File: config.mk
export PLATFORM = sky130hd
export DESIGN_NAME = uart_cmd_ctrl
export DESIGN_NICKNAME = d
export VERILOG_FILES = /design/src/rtl/uart_cmd_ctrl_pkg.sv /design/src/rtl/uart_cmd_ctrl_timeout.sv /design/src/rtl/uart_cmd_ctrl.sv
export SDC_FILE = /design/constraint.sdc
export NUM_CORES = 1
export LEC_CHECK = 0
export ABC_AREA = 1
export CORE_AREA = 5 5 75 77
export DETAILED_ROUTE_END_ITERATION = 8
export DIE_AREA = 0 0 80 82
export PLACE_DENSITY = 0.8
export SLEW_MARGIN = 40
export SYNTH_ARGS = -nofsm -noshare
export SYNTH_HDL_FRONTEND = slang
export SYNTH_HIERARCHICAL = 1
export SYNTH_SLANG_ARGS = --single-unit
export TNS_END_PERCENT = 100
File: constraint.sdc
create_clock -name i_clk -period 1.8 [get_ports i_clk]
set_input_delay 0.36 -clock i_clk [delete_from_list [all_inputs] [get_ports i_clk]]
set_output_delay 0.36 -clock i_clk [all_outputs]
set_load 0.005 [all_outputs]
File: src/rtl/uart_cmd_ctrl_pkg.sv
// -----------------------------------------------------------------------------
// uart_cmd_ctrl_pkg
//   Shared UART definitions: uart_regs register offsets, host command byte
//   field positions, default ACK/NAK codes and the command sequencer state
//   type.
// -----------------------------------------------------------------------------
package uart_cmd_ctrl_pkg;

    // uart_regs register offsets
    localparam logic [2:0] UART_DOUTL_OFFSET = 3'd0;
    localparam logic [2:0] UART_DOUTH_OFFSET = 3'd1;
    localparam logic [2:0] UART_DINL_OFFSET  = 3'd2;
    localparam logic [2:0] UART_DINH_OFFSET  = 3'd3;

    // Host command byte layout: [7] write flag, [6:3] reserved (zero), [2:0] address
    localparam int unsigned CMD_WR_BIT   = 7;
    localparam int unsigned CMD_RSVD_MSB = 6;
    localparam int unsigned CMD_RSVD_LSB = 3;
    localparam int unsigned CMD_ADDR_MSB = 2;
    localparam int unsigned CMD_ADDR_LSB = 0;

    // Default response codes
    localparam logic [7:0] UART_ACK_DEFAULT = 8'h06;
    localparam logic [7:0] UART_NAK_DEFAULT = 8'h15;

    typedef enum logic [2:0] {
        ST_IDLE,
        ST_WAIT_DATA,
        ST_WR_REQ,
        ST_RD_REQ,
        ST_RD_CAP,
        ST_RESP
    } cmd_state_e;

    // A command is malformed when any reserved bit is set.
    function automatic logic cmd_is_malformed(input logic [7:0] cmd);
        return |cmd[CMD_RSVD_MSB:CMD_RSVD_LSB];
    endfunction

    function automatic logic [2:0] cmd_addr(input logic [7:0] cmd);
        return cmd[CMD_ADDR_MSB:CMD_ADDR_LSB];
    endfunction

endpackage

File: src/rtl/uart_cmd_ctrl_timeout.sv
// -----------------------------------------------------------------------------
// uart_cmd_timeout
//   Saturating cycle counter bounding how long the sequencer waits for the
//   data byte of a write command.
//
//   clk_i      system clock
//   rst_ni     asynchronous active-low reset
//   clear_i    synchronous clear to zero (has priority over enable_i)
//   enable_i   count one cycle
//   expired_o  counter has reached TIMEOUT_CYCLES-1
// -----------------------------------------------------------------------------
module uart_cmd_timeout #(
    parameter int unsigned TIMEOUT_CYCLES = 100000
) (
    input  logic clk_i,
    input  logic rst_ni,
    input  logic clear_i,
    input  logic enable_i,
    output logic expired_o
);

    localparam int unsigned     CNT_W   = (TIMEOUT_CYCLES > 2) ? $clog2(TIMEOUT_CYCLES) : 1;
    localparam logic [CNT_W-1:0] CNT_MAX = CNT_W'(TIMEOUT_CYCLES - 1);

    logic [CNT_W-1:0] cnt_q;
    logic [CNT_W-1:0] cnt_d;

    // Stops at CNT_MAX so a stalled enable can never wrap back to zero.
    always_comb begin
        cnt_d = cnt_q;
        if (clear_i) begin
            cnt_d = '0;
        end else if (enable_i && (cnt_q != CNT_MAX)) begin
            cnt_d = cnt_q + CNT_W'(1);
        end
    end

    always_ff @(posedge clk_i or negedge rst_ni) begin
        if (!rst_ni) begin
            cnt_q <= '0;
        end else begin
            cnt_q <= cnt_d;
        end
    end

    assign expired_o = (cnt_q == CNT_MAX);

endmodule

File: src/rtl/uart_cmd_ctrl.sv
// -----------------------------------------------------------------------------
// uart_cmd_ctrl
//   Command sequencer between the UART RX/TX FIFOs and uart_regs. Pops a host
//   command byte, issues a single register read or write, and pushes the read
//   data or an ACK/NAK byte back into the TX FIFO.
//
//   i_clk         system clock
//   i_rst_n       asynchronous active-low reset
//   i_rx_fifo_e   RX FIFO empty
//   i_rx_data     RX FIFO head byte (first-word-fall-through)
//   o_rx_rd       RX FIFO pop strobe
//   i_tx_fifo_f   TX FIFO full
//   o_tx_data     byte to TX FIFO
//   o_tx_wr       TX FIFO push strobe
//   o_rwaddr      register address to uart_regs
//   o_write_data  write data to uart_regs
//   o_wr_req      register write strobe
//   o_rd_req      register read strobe
//   i_read_data   uart_regs read data, valid the cycle after o_rd_req
//   o_busy        high whenever a command is in progress
// -----------------------------------------------------------------------------
module uart_cmd_ctrl
    import uart_cmd_ctrl_pkg::*;
#(
    parameter int unsigned TIMEOUT_CYCLES = 100000,
    parameter logic [7:0]  ACK_BYTE       = UART_ACK_DEFAULT,
    parameter logic [7:0]  NAK_BYTE       = UART_NAK_DEFAULT
) (
    input  logic       i_clk,
    input  logic       i_rst_n,
    input  logic       i_rx_fifo_e,
    input  logic [7:0] i_rx_data,
    output logic       o_rx_rd,
    input  logic       i_tx_fifo_f,
    output logic [7:0] o_tx_data,
    output logic       o_tx_wr,
    output logic [2:0] o_rwaddr,
    output logic [7:0] o_write_data,
    output logic       o_wr_req,
    output logic       o_rd_req,
    input  logic [7:0] i_read_data,
    output logic       o_busy
);

    cmd_state_e state_q, state_d;
    logic [2:0] rwaddr_q, rwaddr_d;
    logic [7:0] wdata_q,  wdata_d;
    logic [7:0] resp_q,   resp_d;

    logic tmo_clear;
    logic tmo_enable;
    logic tmo_expired;

    uart_cmd_timeout #(
        .TIMEOUT_CYCLES (TIMEOUT_CYCLES)
    ) u_timeout (
        .clk_i     (i_clk),
        .rst_ni    (i_rst_n),
        .clear_i   (tmo_clear),
        .enable_i  (tmo_enable),
        .expired_o (tmo_expired)
    );

    // -------------------------------------------------------------------------
    // State and datapath registers
    // -------------------------------------------------------------------------
    always_ff @(posedge i_clk or negedge i_rst_n) begin
        if (!i_rst_n) begin
            state_q  <= ST_IDLE;
            rwaddr_q <= '0;
            wdata_q  <= '0;
            resp_q   <= '0;
        end else begin
            state_q  <= state_d;
            rwaddr_q <= rwaddr_d;
            wdata_q  <= wdata_d;
            resp_q   <= resp_d;
        end
    end

    // -------------------------------------------------------------------------
    // Next-state and datapath update
    // -------------------------------------------------------------------------
    always_comb begin
        state_d    = state_q;
        rwaddr_d   = rwaddr_q;
        wdata_d    = wdata_q;
        resp_d     = resp_q;
        tmo_clear  = 1'b0;
        tmo_enable = 1'b0;

        unique case (state_q)
            ST_IDLE: begin
                if (!i_rx_fifo_e) begin
                    if (cmd_is_malformed(i_rx_data)) begin
                        // Address register keeps its previous value on NAK.
                        resp_d  = NAK_BYTE;
                        state_d = ST_RESP;
                    end else begin
                        rwaddr_d = cmd_addr(i_rx_data);
                        if (i_rx_data[CMD_WR_BIT]) begin
                            tmo_clear = 1'b1;
                            state_d   = ST_WAIT_DATA;
                        end else begin
                            state_d = ST_RD_REQ;
                        end
                    end
                end
            end

            ST_WAIT_DATA: begin
                // Data present on the expiry cycle still completes the write.
                if (!i_rx_fifo_e) begin
                    wdata_d = i_rx_data;
                    state_d = ST_WR_REQ;
                end else if (tmo_expired) begin
                    resp_d  = NAK_BYTE;
                    state_d = ST_RESP;
                end else begin
                    tmo_enable = 1'b1;
                end
            end

            ST_WR_REQ: begin
                resp_d  = ACK_BYTE;
                state_d = ST_RESP;
            end

            ST_RD_REQ: begin
                state_d = ST_RD_CAP;
            end

            ST_RD_CAP: begin
                resp_d  = i_read_data;
                state_d = ST_RESP;
            end

            ST_RESP: begin
                if (!i_tx_fifo_f) begin
                    state_d = ST_IDLE;
                end
            end

            default: begin
                state_d = ST_IDLE;
            end
        endcase
    end

    // -------------------------------------------------------------------------
    // Strobe outputs
    // -------------------------------------------------------------------------
    always_comb begin
        o_rx_rd  = 1'b0;
        o_tx_wr  = 1'b0;
        o_wr_req = 1'b0;
        o_rd_req = 1'b0;
        o_busy   = (state_q != ST_IDLE);

        unique case (state_q)
            ST_IDLE:      o_rx_rd  = !i_rx_fifo_e;
            ST_WAIT_DATA: o_rx_rd  = !i_rx_fifo_e;
            ST_WR_REQ:    o_wr_req = 1'b1;
            ST_RD_REQ:    o_rd_req = 1'b1;
            ST_RD_CAP:    ;
            ST_RESP:      o_tx_wr  = !i_tx_fifo_f;
            default:      ;
        endcase
    end

    assign o_rwaddr     = rwaddr_q;
    assign o_write_data = wdata_q;
    assign o_tx_data    = resp_q;

endmodule

==> metrics.csv, run 1 <==
stage,metric,value,unit
status,status,completed,
synthesis,Synthesized Nets,329,
synthesis,Async SR Flop Fraction,100,%
sta,fin crit share,100,%
synthesis,ys flop type,dfrtp_1,
synthesis,Netlist Area Pre-Place,2230,sq um
cts,clk_lat worst skew,290,ps
synthesis,cell taking the most area after synthesis,dfrtp_1,
power,maximum vdd drop,543,uV
die,die span in x,80,um
synthesis,Synth Register Bits,39,
sta,skew final,5.41,ps
finish,"most common cell after layout, fill and taps aside",nand2_1,
sta,Slew @ Worst Pin,485,ps
place,Port Buffer Count,43,
job,MaxCap Viol Count,0,
grt,number of global-route vias before repair,2127,
cts,root buf cell,clkbuf_8,
worst_setup_path,Worst setup SP type,register,
worst_setup_path,CP max stage delay,360,ps
place,Final GP Congestion,0.923,
grt,total track usage,17.8,%
drt,via count,2313,
grt,grt ovf,0,
cts,Post-CTS Hold Fix Bufs,0,
power,leakage power,0.00169,uW
grt,pin count of the biggest net entering global routing,21,
synthesis,Post-synth EDFFs,0,
finish,"commonest cells after routing, fill and taps aside","106 x nand2_1, 37 x clkdlybuf4s50_1, 37 x dfrtp_1, 36 x buf_4, 35 x nand3_1",
worst_setup_path,critical setup path kind,reg -> reg,
drt,DRC,0,
cts,Clock transition at path regs,70,ps
worst_setup_path,critical path required time,2030,ps
cts,total CTS buffers,5,
worst_setup_path,crit-path max FO,7,
drt,Antenna Nets Post-Route,0,
place,cell count after placement,448,
sta,max-slew violation count,0,
drt,DRT Wirelength,6.14,mm
synthesis,Synthesis Warnings,6,
place,Post-DP Area,2990,sq um
cts,CTS tree,yes,
drt,WL/cell,13.2,um
sta,Tmin final,1800,ps
sta,Max Fclk,556,MHz
finish,layout cells sized above 1,25.0,%
drt,drt pass-1 iters,4,
die,Starting Density,45.1,%
die,Ports,44,
worst_setup_path,critical path endpoint category,register,
drt,drt via density,4.96,
drt,1st-iter DRT viols,116,
die,row count,26,
die,die area,6560,sq um
synthesis,Yosys cell types,28,
finish,Area Overhead vs Synth,51.0,%
cts,CTS sink count,39,
synthesis,Mapped Avg Cell Area,7.24,sq um
worst_setup_path,Crit path max-delay family,simple AND/OR/NAND/NOR gates,
worst_setup_path,Crit. Startpoint,u_timeout/cnt_q[1],
place,DP HPWL,3.95,mm
finish,ANT cells,0,
worst_hold_path,worst min-delay path category,in -> async,
sta,hold slack final,21.7,ps
synthesis,top cell type's share of synthesized area,43.7,%
finish,fin cells,466,
worst_setup_path,worst r2r src,u_timeout/cnt_q[1],
finish,final net count,416,
sta,setup TNS,0,ps
finish,Final Instance Area,3370,sq um
grt,first-pass GRT wire length,9.32,mm
sta,Final Hold Fails,0,
synthesis,leading post-synthesis cells by cell area,"dfrtp_1 44%, nand2_1 20%, nand3_1 10%",
sta,RSZ-0062 raised after global routing,true,
worst_setup_path,CP max stage cell,dfrtp_1,
worst_setup_path,CP Cell Sequence,"ha_2, nand3_2, inv_2, nand3_4, nor2_4, inv_2, nand2_2, nor2_4, buf_6, o21ai_4, clkbuf_16, nand3_2, nand2_1",
worst_setup_path,WP buf/inv,4,
cts,H-tree lvl count,2,
sta,final setup vio count,0,
cts,Max clock buf depth,2,
synthesis,Mapped Cells,308,
grt,initial antenna violation count,0,
worst_setup_path,CP Data Arrival Time,2030,ps
sta,relative slew slack,67.6,%
synthesis,sequential share of the synthesized area,43.7,%
power,PD cells,1420,nW/um^2
die,core area,4940,sq um
die,Die Y,82,um
## sequential cells by signal (all words and copies together) (netlist names)
register	count
u_timeout/cnt_q	17
state_q	3
o_tx_data	8
o_write_data	8
o_rwaddr	3
## where the power goes
group | internal (uW) | leakage (uW) | switching, uW
clock network | 554 | 0.0000654 | 311
registers | 1200 | 0.000507 | 203
logic | 1210 | 0.00112 | 1280
total | 2970 | 0.00169 | 1800
## metrics by stage
step	util (%)	total power, uW	setup WS, ps
finish	68.1	4770	0.149
global route	68.1	5100	-97.6
CTS	64.2	4440	2.51
detailed placement	60.5	3470	-159
global placement	60.5	3420	-139
floorplan	-	2560	62.2
## cells by family after synthesis
kind of cell             count (synthesis)  synth area share (%)
AO/OA/AOI/OAI                           10                  3.09
XOR/XNOR                                 6                  2.36
adder cells (fa/ha/maj)                  1                 0.561
buffers and inverters                   33                  5.94
flip-flops                              39                  43.7
AND/OR/NAND/NOR                        219                  44.3
## area by class of cell
| cell class | instances | area [sq um] |
|---|---|---|
| Clock buffer | 6 | 72.6 |
| Clock inverter | 2 | 60.1 |
| Fill cell | 381 | 1580 |
| Inverter | 28 | 105 |
| Multi-Input combinational cell | 237 | 1270 |
| Sequential cell | 39 | 978 |
| Tap cell | 70 | 87.6 |
| Timing Repair Buffer | 84 | 790 |
## routing by layer
metal / GRT usage, % / wire, um / part of all wire, % / vias to the layer above
met4: 4.05 / 75 / 1.2 / 0
met1: 20.8 / 2420 / 39 / 1092
met5: 0 / 0 / 0 / -
li1: - / - / - / 1151
met2: 33.5 / 3310 / 54 / 60
met3: 3.29 / 333 / 5.4 / 10
## synthesized netlist by cell type, types with 3 or more instances
library cell	count
inv_1	23
dfrtp_1	39
inv_2	5
a21oi_1	4
nand2_1	117
xor2_1	6
nand3_1	45
nand3_2	3
nor2_1	35
nand4_1	4
nor3_1	3
## final timing paths
check                                endpoint  slack, ps  depth (start not counted)
max                        u_timeout/cnt_q[5]        0.1                         13
min                           o_write_data[4]         20                          1
max reg2reg                u_timeout/cnt_q[5]        0.1                         13
min reg2reg                      o_tx_data[6]        470                          2
max in group asynchronous          state_q[2]       1290                          2
min in group i_clk               o_tx_data[6]        470                          2
## repair_timing
action                                  CTS  global route
pin swaps                                 1            18
gates cloned                              0             2
resized for setup                         8            35
setup buffers                             5             3
endpoints found under the hold margin     0             0
endpoints found under the setup margin   13            27
Note: power is estimated with default switching activity, not from simulation.
==> inputs of run 2 (changes only) <==
Settings changed: CORE_AREA 5 5 75 77 to 5 5 70 72, DIE_AREA 0 0 80 82 to 0 0 75 77, PLACE_DENSITY 0.8 to 0.87.
Clock period 1.8 ns to 2.1 ns, I/O delays scaled along.
==> metrics.csv, run 2 (synthesis results as in run 1) <==
stage,metric,value,unit
status,status,completed,
grt,grt ovf,0,
power,combinational power share,45.3,%
place,DP HPWL,3.74,mm
finish,ANT cells,0,
finish,fin cells,418,
cts,CTS sink count,39,
sta,Max Fclk,486,MHz
grt,first-pass GRT wire length,8.76,mm
drt,drt pass-1 iters,4,
power,leakage power,0.00148,uW
power,Switch Pwr,1350,uW
finish,register bank with the most flops,u_timeout/cnt_q,
worst_setup_path,FF-to-FF End,u_timeout/cnt_q[5],
grt,total track usage,18.9,%
place,Final GP Congestion,0.882,
drt,via count,2151,
drt,Antenna Nets Post-Route,0,
grt,number of global-route vias before repair,2073,
finish,"most common cell after layout, fill and taps aside",nand2_1,
die,Ports,44,
cts,Clock transition at path regs,80,ps
sta,Slew @ Worst Pin,487,ps
job,MaxCap Viol Count,0,
worst_setup_path,R2R depth,12,
power,clock power share,20.0,%
finish,"commonest cells after routing, fill and taps aside","117 x nand2_1, 45 x nand3_1, 42 x clkdlybuf4s50_1, 37 x dfrtp_1, 34 x nor2_1",
worst_setup_path,CP Data Arrival Time,1640,ps
sta,fin crit share,98.1,%
place,cell count after placement,410,
sta,setup TNS,0,ps
worst_setup_path,critical path required time,1680,ps
power,maximum vdd drop,543,uV
worst_setup_path,critical setup path kind,in -> out,
sta,RSZ-0062 raised after global routing,false,
worst_setup_path,worst r2r src,u_timeout/cnt_q[0],
drt,drt via density,5.15,
die,core area,4230,sq um
power,Int Power,2310,uW
worst_setup_path,crit-path max FO,2,
cts,CTS tree,yes,
die,Die Y,77,um
cts,root buf cell,clkbuf_8,
drt,1st-iter DRT viols,132,
die,row count,24,
cts,Max clock buf depth,2,
sta,final setup vio count,0,
power,PD cells,1240,nW/um^2
finish,register area,978,sq um
sta,Tmin final,2060,ps
cts,H-tree lvl count,2,
drt,DRT Wirelength,5.12,mm
sta,Final Hold Fails,0,
grt,initial antenna violation count,0,
die,die span in x,75,um
power,Flop pwr share,34.7,%
worst_setup_path,Worst R2R Setup Slack,200,ps
die,Starting Density,52.7,%
place,Port Buffer Count,43,
finish,final net count,386,
sta,post-route setup slack,40.6,ps
finish,layout cells sized above 1,11.7,%
die,die area,5780,sq um
grt,pin count of the biggest net entering global routing,40,
worst_setup_path,critical path endpoint category,output port,
finish,Area Overhead vs Synth,32.2,%
drt,DRC,0,
sta,relative slew slack,67.5,%
sta,max-slew violation count,0,
worst_hold_path,worst min-delay path category,in -> async,
worst_setup_path,Worst setup SP type,primary input,
cts,clk_lat worst skew,290,ps
finish,Fill cells,355,
finish,Largest register FFs,17,
finish,area of the multi-input gates,1120,sq um
power,sw frac,36.8,%
place,pre-CTS setup slack,47.4,ps
sta,skew final,7.95,ps
drt,WL/cell,12.3,um
cts,total CTS buffers,5,
==> run 2: changes by cell type in the layout (fill, tap and decap cells not counted), sizes merged <==
cell           previous run  this run
clkbuf                    7         6
clkdlybuf4s50            37        42
buf                      41        13
dlygate4sd2               4         0
nor2                     42        41
dlymetal6s2s              1         0
==> run 2: through the flow <==
stage / util, % / hold slack (ps) / instance area (sq um) / total power, uW
detailed placement: 66.3 / 458 / 2810 / 2920
finish: 69.7 / 172 / 2950 / 3660
CTS: 69.5 / 183 / 2940 / 3670
global route: 69.7 / 206 / 2950 / 3940
global placement: 66.3 / 453 / 2810 / 2860
floorplan: - / 124 / 2230 / 2190
==> run 2: metal layers <==
layer / global-route usage, % / part of all wire, %
met1: 23.1 / 43
met2: 31.7 / 47
met3: 4.97 / 8.0
met4: 5.87 / 1.6
met5: 0 / 0
==> run 2: worst max path at each step <==
stage / slack (ps) / start / end
4_1_cts: 30 / state_q[2] / o_tx_wr
5_1_grt: 0.8 / state_q[0] / o_wr_req
2_1_floorplan: 250 / u_timeout/cnt_q[0] / u_timeout/cnt_q[15]
3_3_place_gp: 40 / i_tx_fifo_f / o_tx_wr
6_report: 40 / i_tx_fifo_f / o_tx_wr
3_5_place_dp: 50 / i_tx_fifo_f / o_tx_wr
==> run 2: what timing repair did <==
item / 4_1_cts / 5_1_grt
hold buffers: 0 / 0
setup buffers: 0 / 0
resized for setup: 0 / 4
endpoints found under the setup margin: 0 / 18
==> run 2: critical path, cell delays in order <==
cell,delay [ps]
clkdlybuf4s50_1,420
nor4_1,250
clkdlybuf4s50_1,540
==> run 2: cell type report <==
type	count	share of cell area, %
Clock buffer	6	2.46
Clock inverter	2	2.04
Multi-Input combinational cell	236	38.1
Sequential cell	39	33.2
Timing Repair Buffer	55	18.3
Tap cell	52	2.21
Inverter	28	3.65
==> run 2: power by group through the flow <==
stage	Combinational, uW	Sequential [uW]	Clock, uW
final	1660	1270	733
after global routing	1860	1310	782
after CTS	1660	1260	751
after detailed placement	1650	1270	0
after global placement	1600	1260	0
after floorplan	919	1270	0
==> inputs of run 3 (changes only) <==
Settings changed: CORE_AREA 5 5 70 72 to 5 5 72 74, CTS_CLUSTER_SIZE set to 24, DIE_AREA 0 0 75 77 to 0 0 77 79, PLACE_DENSITY 0.87 to 0.83.
Clock period 2.1 ns to 2.34 ns, I/O delays scaled along.
==> metrics.csv, run 3 (synthesis results as in run 1) <==
stage,metric,value,unit
die,Ports,44,
finish,Largest register FFs,17,
drt,drt pass-1 iters,4,
cts,clk_lat worst skew,300,ps
worst_setup_path,CP Data Arrival Time,1710,ps
power,leakage power,0.00145,uW
sta,fin crit share,93.3,%
cts,Post-CTS Setup Inserts,0,
sta,RSZ-0062 raised after global routing,false,
power,combinational power share,43.1,%
grt,number of global-route vias before repair,2027,
worst_setup_path,Worst setup SP type,primary input,
place,DP HPWL,3.77,mm
die,Die Y,79,um
grt,total track usage,17.4,%
finish,final net count,379,
finish,Fill cells,408,
place,cell count after placement,405,
worst_setup_path,CP max stage cell,clkdlybuf4s50_1,
sta,Final Hold Fails,0,
cts,Post-CTS Hold Fix Bufs,0,
drt,drt via density,5.04,
grt,met1 GRT Util,20.6,%
drt,Antenna Nets Post-Route,0,
worst_setup_path,critical setup path kind,in -> out,
worst_setup_path,critical path required time,1870,ps
place,Port Buffer Count,43,
sta,max-slew violation count,0,
power,PD cells,1110,nW/um^2
drt,DRT Wirelength,5.10,mm
worst_setup_path,CP max stage delay,550,ps
cts,Max clock buf depth,2,
cts,Clock transition at path regs,80,ps
power,sw frac,37.1,%
power,clock power share,20.9,%
worst_hold_path,worst min-delay path category,in -> async,
sta,final setup vio count,0,
finish,ANT cells,0,
die,row count,25,
power,Flop pwr share,35.9,%
grt,grt ovf,0,
cts,CTS resizes,0,
worst_setup_path,critical path endpoint category,output port,
grt,pin count of the biggest net entering global routing,40,
grt,met3 usage,4.65,%
sta,setup TNS,0,ps
grt,M2 GR Usage,31.0,%
finish,"most common cell after layout, fill and taps aside",nand2_1,
cts,H-tree lvl count,2,
drt,WL/cell,12.3,um
worst_setup_path,crit-path max FO,2,
finish,fin cells,413,
drt,1st-iter DRT viols,111,
finish,Area Overhead vs Synth,29.2,%
die,Starting Density,49.2,%
finish,"commonest cells after routing, fill and taps aside","117 x nand2_1, 45 x nand3_1, 42 x clkdlybuf4s50_1, 39 x dfrtp_1, 35 x nor2_1",
finish,register bank with the most flops,u_timeout/cnt_q,
cts,CTS sink count,39,
drt,DRC,0,
worst_setup_path,CP Cell Sequence,"clkdlybuf4s50_1, nor4_1, clkdlybuf4s50_1",
die,core area,4540,sq um
finish,layout cells sized above 1,9.19,%
sta,skew final,12.0,ps
grt,first-pass GRT wire length,8.83,mm
power,Int Power,2010,uW
sta,Tmin final,2180,ps
power,Switch Pwr,1190,uW
power,maximum vdd drop,462,uV
cts,root buf cell,clkbuf_8,
sta,Slew @ Worst Pin,498,ps
die,die span in x,77,um
drt,via count,2080,
grt,initial antenna violation count,0,
job,MaxCap Viol Count,0,
sta,Max Fclk,458,MHz
worst_setup_path,Most Frequent Cell on Critical Path,clkdlybuf4s50_1,
place,Final GP Congestion,0.890,
grt,layer with the highest usage,met2,
die,die area,6080,sq um
cts,total CTS buffers,5,
cts,CTS tree,yes,
sta,relative slew slack,66.7,%
status,status,completed,
==> run 3: cell types whose count changed in the layout (fill, tap and decap cells not counted), sizes merged <==
cell	delta
buf	-7
==> run 3: worst paths after layout <==
path / start / endpoint / slack, ps / cells past startpoint
setup / recovery: i_tx_fifo_f / o_tx_wr / 160 / 3
hold / removal: i_rst_n / o_write_data[5] / 120 / 1
min in group i_clk: o_tx_data[4] / o_tx_data[4] / 470 / 2
max in group asynchronous: i_rst_n / u_timeout/cnt_q[5] / 1850 / 1
hold reg to reg: o_tx_data[4] / o_tx_data[4] / 470 / 2
setup reg to reg: u_timeout/cnt_q[0] / u_timeout/cnt_q[14] / 270 / 12
==> run 3: per-stage QoR <==
step	utilization [%]	hold slack (ps)	setup slack (ps)	power (uW)	instance area, sq um
CTS	63.5	145	155	3230	2880
global placement	60.6	453	177	2500	2750
finish	63.5	125	157	3200	2880
floorplan	-	172	491	1960	2230
global route	63.5	177	34.4	3440	2880
detailed placement	60.6	464	163	2550	2750
==> run 3: critical path: cells and delay by family <==
kind          cells  cell delay, ps
buf+inv           2             970
simple gates      1             280
==> run 3: area by class of cell <==
| class | instances | area (sq um) | share of cell area (%) |
|---|---|---|---|
| well taps | 54 | 67.6 | 2.34 |
| repair buffers | 48 | 478 | 16.6 |
| inverters | 28 | 105 | 3.65 |
| multi-input cells | 236 | 1120 | 38.9 |
| flip-flops and latches | 39 | 976 | 33.9 |
| clock buffers | 6 | 72.6 | 2.52 |
| clock inverters | 2 | 60.1 | 2.08 |
==> run 3: layer usage <==
metal / up-vias / wire (um)
met4: 0 / 75
met2: 51 / 2430
met1: 945 / 2300
li1: 1075 / -
met5: - / 0
met3: 9 / 302
==> run 3: power groups by stage <==
stage               Clock [uW]  Combinational, uW  Sequential [uW]
floorplan                    0                825             1140
global placement             0               1350             1150
detailed placement           0               1390             1160
CTS                        686               1400             1150
global route               710               1540             1180
finish                     669               1380             1150
